## src/rtl/uart_rx16_if.sv

```systemverilog
// rtl/uart_rx16_if.sv - serial input and word/status outputs of the two-byte UART receiver
//
// Signals:
//    rx         serial line into the receiver, idle high
//    data       last completed 16-bit word
//    valid      one-cycle strobe when data is updated
//    frame_err  one-cycle strobe on a bad stop bit
//    sync_err   one-cycle strobe when the second byte of a word times out
//    busy       receiver is inside a frame
// Modports:
//    slave      receiver side (consumes rx, drives status and data)
//    master     host/board side (drives rx, observes status and data)
interface uart_rx16_if;
   logic        rx;
   logic [15:0] data;
   logic        valid;
   logic        frame_err;
   logic        sync_err;
   logic        busy;

   modport slave  (input  rx, output data, output valid, output frame_err, output sync_err, output busy);
   modport master (output rx, input  data, input  valid, input  frame_err, input  sync_err, input  busy);
endinterface

```

## src/rtl/uart_rx16.sv

```systemverilog
// rtl/uart_rx16.sv - 8N1 UART receiver pairing consecutive bytes into 16-bit words
//
// Ports:
//    clk   system clock, single domain
//    rst   asynchronous active-high reset
//    bus   uart_rx16_if.slave: rx in; data, valid, frame_err, sync_err, busy out
// Parameters:
//    CLK_FREQ, BAUD_RATE  clock and bit rate, BAUD_TICK defaults to their ratio
//    BAUD_TICK            clock cycles per bit, at least 4
//    MSB_FIRST            1: first byte lands in data[15:8]; 0: in data[7:0]
//    TIMEOUT_BITS         bit-times allowed between byte 1 stop and byte 2 start
module uart_rx16 #(
   parameter int CLK_FREQ     = 100_000_000,
   parameter int BAUD_RATE    = 115200,
   parameter int BAUD_TICK    = CLK_FREQ / BAUD_RATE,
   parameter bit MSB_FIRST    = 1'b1,
   parameter int TIMEOUT_BITS = 32
) (
   input  logic       clk,
   input  logic       rst,
   uart_rx16_if.slave bus
);

   localparam int TO_LIMIT = BAUD_TICK * TIMEOUT_BITS;
   localparam int CW       = $clog2(TO_LIMIT + 1);

   localparam logic [CW-1:0] HALF_M1 = CW'(BAUD_TICK / 2 - 1);
   localparam logic [CW-1:0] TICK_M1 = CW'(BAUD_TICK - 1);
   localparam logic [CW-1:0] TO_M1   = CW'(TO_LIMIT - 1);

   typedef enum logic [2:0] {IDLE, START, DATA, STOP, WAIT_HIGH} state_t;

   logic rx_m, rx_s, rx_d;

   state_t        state, state_n;
   // Bit timing and the inter-byte timeout never run together (timeout only
   // counts in IDLE), so one counter serves both.
   logic [CW-1:0] cnt, cnt_n;
   logic [2:0]    bit_idx, bit_idx_n;
   logic [7:0]    shreg, shreg_n;
   logic [7:0]    hold, hold_n;
   logic          phase, phase_n;
   logic [15:0]   data_r, data_n;
   logic          valid_r, valid_n;
   logic          fe_r, fe_n;
   logic          se_r, se_n;
   logic          busy_r, busy_n;
   logic          fall;

   always_ff @(posedge clk or posedge rst) begin
      if (rst) begin
         rx_m <= 1'b1;
         rx_s <= 1'b1;
         rx_d <= 1'b1;
      end else begin
         rx_m <= bus.rx;
         rx_s <= rx_m;
         rx_d <= rx_s;
      end
   end

   assign fall = rx_d & ~rx_s;

   always_ff @(posedge clk or posedge rst) begin
      if (rst) begin
         state   <= IDLE;
         cnt     <= '0;
         bit_idx <= '0;
         shreg   <= '0;
         hold    <= '0;
         phase   <= 1'b0;
         data_r  <= '0;
         valid_r <= 1'b0;
         fe_r    <= 1'b0;
         se_r    <= 1'b0;
         busy_r  <= 1'b0;
      end else begin
         state   <= state_n;
         cnt     <= cnt_n;
         bit_idx <= bit_idx_n;
         shreg   <= shreg_n;
         hold    <= hold_n;
         phase   <= phase_n;
         data_r  <= data_n;
         valid_r <= valid_n;
         fe_r    <= fe_n;
         se_r    <= se_n;
         busy_r  <= busy_n;
      end
   end

   always_comb begin
      state_n   = state;
      cnt_n     = cnt;
      bit_idx_n = bit_idx;
      shreg_n   = shreg;
      hold_n    = hold;
      phase_n   = phase;
      data_n    = data_r;
      valid_n   = 1'b0;
      fe_n      = 1'b0;
      se_n      = 1'b0;
      busy_n    = busy_r;

      case (state)
         IDLE: begin
            // A start edge takes priority over an expiring timeout, so a
            // byte 2 arriving on the last allowed cycle is still accepted.
            if (fall) begin
               state_n = START;
               cnt_n   = '0;
               busy_n  = 1'b1;
            end else if (phase) begin
               if (cnt == TO_M1) begin
                  se_n    = 1'b1;
                  phase_n = 1'b0;
                  cnt_n   = '0;
               end else begin
                  cnt_n = cnt + CW'(1);
               end
            end
         end
         START: begin
            if (cnt == HALF_M1) begin
               cnt_n = '0;
               if (!rx_s) begin
                  state_n   = DATA;
                  bit_idx_n = '0;
               end else begin
                  // Line went back high before mid start bit: glitch.
                  state_n = IDLE;
                  busy_n  = 1'b0;
               end
            end else begin
               cnt_n = cnt + CW'(1);
            end
         end
         DATA: begin
            if (cnt == TICK_M1) begin
               cnt_n     = '0;
               shreg_n   = {rx_s, shreg[7:1]};
               bit_idx_n = bit_idx + 3'd1;
               if (bit_idx == 3'd7) begin
                  state_n = STOP;
               end
            end else begin
               cnt_n = cnt + CW'(1);
            end
         end
         STOP: begin
            if (cnt == TICK_M1) begin
               // Leave at mid stop bit so a directly following start bit is seen.
               cnt_n  = '0;
               busy_n = 1'b0;
               if (rx_s) begin
                  state_n = IDLE;
                  if (!phase) begin
                     hold_n  = shreg;
                     phase_n = 1'b1;
                  end else begin
                     data_n  = MSB_FIRST ? {hold, shreg} : {shreg, hold};
                     valid_n = 1'b1;
                     phase_n = 1'b0;
                  end
               end else begin
                  fe_n    = 1'b1;
                  phase_n = 1'b0;
                  state_n = WAIT_HIGH;
               end
            end else begin
               cnt_n = cnt + CW'(1);
            end
         end
         WAIT_HIGH: begin
            // Hold off through a break until the line idles again.
            if (rx_s) begin
               state_n = IDLE;
            end
         end
         default: begin
            state_n = IDLE;
            busy_n  = 1'b0;
         end
      endcase
   end

   assign bus.data      = data_r;
   assign bus.valid     = valid_r;
   assign bus.frame_err = fe_r;
   assign bus.sync_err  = se_r;
   assign bus.busy      = busy_r;

endmodule

```

## src/flat_wrapper.sv

```systemverilog
// flat-port wrapper written by rule: the top's interface ports become plain ports
module uart_rx16_flat 
#(
   parameter int CLK_FREQ     = 100_000_000,
   parameter int BAUD_RATE    = 115200,
   parameter int BAUD_TICK    = CLK_FREQ / BAUD_RATE,
   parameter bit MSB_FIRST    = 1'b1,
   parameter int TIMEOUT_BITS = 32
)
  (clk, rst, bus_rx, bus_data, bus_valid, bus_frame_err, bus_sync_err, bus_busy);
  uart_rx16_if bus_i ();
  input  logic clk;
  input  logic rst;
  input wire logic [$bits(bus_i.rx)-1:0] bus_rx;
  output wire logic [$bits(bus_i.data)-1:0] bus_data;
  output wire logic [$bits(bus_i.valid)-1:0] bus_valid;
  output wire logic [$bits(bus_i.frame_err)-1:0] bus_frame_err;
  output wire logic [$bits(bus_i.sync_err)-1:0] bus_sync_err;
  output wire logic [$bits(bus_i.busy)-1:0] bus_busy;
  assign bus_i.rx = bus_rx;
  assign bus_data = bus_i.data;
  assign bus_valid = bus_i.valid;
  assign bus_frame_err = bus_i.frame_err;
  assign bus_sync_err = bus_i.sync_err;
  assign bus_busy = bus_i.busy;
  uart_rx16 #(.CLK_FREQ(CLK_FREQ), .BAUD_RATE(BAUD_RATE), .BAUD_TICK(BAUD_TICK), .MSB_FIRST(MSB_FIRST), .TIMEOUT_BITS(TIMEOUT_BITS)) u_core (.clk(clk), .rst(rst), .bus(bus_i));
endmodule
```

## config.mk

```make
export PLATFORM = sky130hd
export DESIGN_NAME = uart_rx16_flat
export DESIGN_NICKNAME = d
export VERILOG_FILES = /design/src/rtl/uart_rx16_if.sv /design/src/rtl/uart_rx16.sv /design/src/flat_wrapper.sv
export SDC_FILE = /design/constraint.sdc
export NUM_CORES = 1
export LEC_CHECK = 0
export CORE_UTILIZATION = 62
export DETAILED_ROUTE_END_ITERATION = 10
export HOLD_SLACK_MARGIN = 0.03
export PLACE_DENSITY = 0.93
export REMOVE_ABC_BUFFERS = 1
export SKIP_LAST_GASP = 1
export SYNTH_ARGS = -nofsm -noshare
export SYNTH_HDL_FRONTEND = slang
export SYNTH_SLANG_ARGS = --single-unit
```

## constraint.sdc

```tcl
create_clock -name clk -period 3.5 [get_ports clk]
set_input_delay 0.525 -clock clk [delete_from_list [all_inputs] [get_ports clk]]
set_output_delay 0.525 -clock clk [all_outputs]
set_load 0.01 [all_outputs]
```

==> results.yml <==
outcome:
  run_status: "finished, final reports clean"
floorplan:
  initial_core_util: 0.653
  ios: 23
  rows: 24
  die_area_um2: 4890
  core-area_um2: 4380
  dieWidth_um: 69.9
  die_height_um: 69.9
global_routing:
  grt_overflow_total: 0
  grt_pass1_wl_um: 9630
  grt_max_degree: 44
  antenna_found_initial: 0
  grt_use_total: 0.262
  grt_pass1_vias: 2012
synthesis:
  synth_area_per_cell_um2: 11.0
  syn-instance-count: 259
  synth_cell_type_count: 46
  ys_seq_elements: 61
  synthesis.area_um2: 2860
  synth_top_area_frac: 0.507
  ys_seq_area_frac: 0.535
  synth_area_leaders: "dfrtp_1, mux2_2, mux2_4, nand2_1, dfstp_2"
  yosys.area.top_type: "dfrtp_1"
  yosysWarnings: 0
worst_setup_path:
  worstPathRequired_ns: 3.72
  slowest_stage: "or4bb_1"
  cp-end-kind: "register"
  r2r_slack_ns: 0.78
  ff2ff_path_depth: 6
  worst-path-max-fanout: 9
  critPathKind: "register to register"
  arrival_ns: 2.94
  r2r-end: "u_core.hold[3]"
  r2r_start: "u_core.cnt[0]"
  crit_path_max_incr_delay_ns: 0.59
  cp-start-kind: "register"
  cp_cell_sequence: "ha_1, or4bb_1, nor4_2, and3_2, and3_1, mux2_2"
route:
  drc: 0
  via_count: 2062
  firstDrtPassIters: 4
  avgRoutedWirePerCell_um: 17.0
  viasPerCell: 6.12
  first_iter_violations: 159
  totalWireLength_um: 5720
  drtAntennaViolNets: 0
placed_design:
  io_buffer_count: 22
  placed_area_um2: 3090
  place_hpwl_um: 3750
  gp_congestion: 0.922
power:
  leakage_nw: 1.49
  vdd_ir_drop_max_uv: 354
  powerDensity_nw_per_um2: 462
  fin_total_pwr_mw: 1.51
final_layout:
  antennaDiodeCount: 0
  fin_util: 0.744
  design_area_um2: 3260
  final_common_cell: "dfrtp_1"
  layout_common_cells: "dfrtp_1, nand2_1, clkdlybuf4s50_1, nand3_1, mux2_2"
  drive_gt1_frac: 0.193
  area_delta_synth_final_pct: 14.0
  nets: 287
min_path:
  hp-class: "register to register"
  hold_depth: 0
  min_from: "u_core.rx_m"
  hold-path-endpoint: "u_core.rx_s"
sta:
  slew_headroom: 0.224
  rsz0062_at_grt: "no"
  period_share: 0.776
  whs_ns: 0.358
  drv_slew: 0
  fmax_mhz: 368
  min_period_ns: 2.72
  worst_pin_slew_ns: 1.16
  timing.setup.tns_ns: 0
  final-hold-violation-count: 0
  final-setup-viol-count: 0
  clock_skew_ns: 0.0106
cts:
  clock_path_buffers: 2
  cts-root-buf: "clkbuf_8"
  cts_buffers: 9
  cts_tree: "built"
  clock_latency_ns: 0.34
  htreeDepth: 3
  cts_setup_buffers: 0
  cts_resized: 0
  clkSinkCount: 61
  clk_pin_slew_worst_paths_ns: 0.07
  hold_buffers: 0
flow_run:
  max_cap_viol_count: 0
worst max-delay path, delay by kind of cell, from the launching register on:
family / cells / cell delay (ns)
fa+ha+maj: 1 / 0.23
flops: 1 / 0.43
mux: 1 / 0.40
simple gates: 4 / 1.54
kinds of logic (layout without fill, tap and decap cells):
group | Yosys count | count (layout) | share of synthesized area
and+or+nand+nor | 98 | 98 | 0.189
DFF | 61 | 61 | 0.535
AOI/OAI and AO/OA | 36 | 36 | 0.0787
adders and majority gates | 4 | 4 | 0.0175
xor gates and xnor gates | 8 | 8 | 0.0245
muxes | 26 | 26 | 0.115
buffers and inverters | 26 | 52 | 0.0402
metal layers:
metal	vias to the layer above	global-route usage	part of all wire
li1	962	-	-
met1	1032	0.320	0.41
met2	53	0.432	0.52
met3	15	0.0534	0.034
met4	0	0.153	0.026
met5	-	0	0
state kept, by name (all words and copies together), names as in the netlist:
register,cells
u_core.rx_m,1
u_core.bit_idx,3
u_core.rx_d,1
u_core.bus.frame_err,1
u_core.shreg,8
u_core.state,3
u_core.bus.data,16
u_core.rx_s,1
u_core.bus.sync_err,1
u_core.cnt,15
u_core.phase,1
u_core.hold,8
u_core.bus.valid,1
u_core.bus.busy,1
final cells by class:
class / count / area (µm²)
Multi-Input combinational cell: 172 / 1220
Clock inverter: 7 / 51.3
Timing Repair Buffer: 23 / 228
Sequential cell: 61 / 1530
Fill cell: 295 / 1120
Tap cell: 52 / 65.1
Inverter: 13 / 48.8
Clock buffer: 9 / 124
per-stage QoR:
stage / cells / worst slack [ns]
after floorplan: 246 / 1.11
after global placement: 321 / 0.958
after detailed placement: 321 / 0.854
after CTS: 337 / 0.797
after global routing: 337 / 0.647
final: 337 / 0.785
synthesized netlist by cell type, drive strengths merged:
| cell | count |
|---|---|
| dfrtp | 58 |
| nand2 | 34 |
| mux2 | 25 |
| nand3 | 16 |
| a21oi | 13 |
| inv | 13 |
| nor2 | 10 |
| nor4 | 10 |
| clkbuf | 8 |
| xnor2 | 8 |
| a31oi | 7 |
| nor3 | 6 |
| buf | 5 |
| o21ai | 5 |
| ha | 4 |
| and3 | 3 |
| dfstp | 3 |
| nand2b | 3 |
| nand4 | 3 |
| o22ai | 3 |
| a22o | 2 |
| o31ai | 2 |
| or3 | 2 |
| or4 | 2 |
| a21o | 1 |
| a31o | 1 |
| a32oi | 1 |
| and2 | 1 |
| and4 | 1 |
| mux2i | 1 |
| nand4b | 1 |
| nor2b | 1 |
| nor4b | 1 |
| o211ai | 1 |
| or2 | 1 |
| or3b | 1 |
| or4b | 1 |
| or4bb | 1 |
worst max path at each step:
stage                              from             end  cells after the start
after floorplan           u_core.cnt[0]  u_core.hold[0]                      6
after global placement    u_core.cnt[0]  u_core.hold[6]                      6
after detailed placement  u_core.cnt[0]  u_core.hold[3]                      6
after CTS                 u_core.cnt[0]  u_core.hold[3]                      6
after global routing      u_core.cnt[0]  u_core.hold[0]                      6
final                     u_core.cnt[0]  u_core.hold[3]                      6
power by group:
part	total (mW)	internal [mW]	leakage (nW)	switching [mW]
clock	0.558	0.258	0.0856	0.299
combinational	0.162	0.0631	0.579	0.0986
sequential	0.787	0.740	0.827	0.0472
Power figures use the tool's default switching activity.
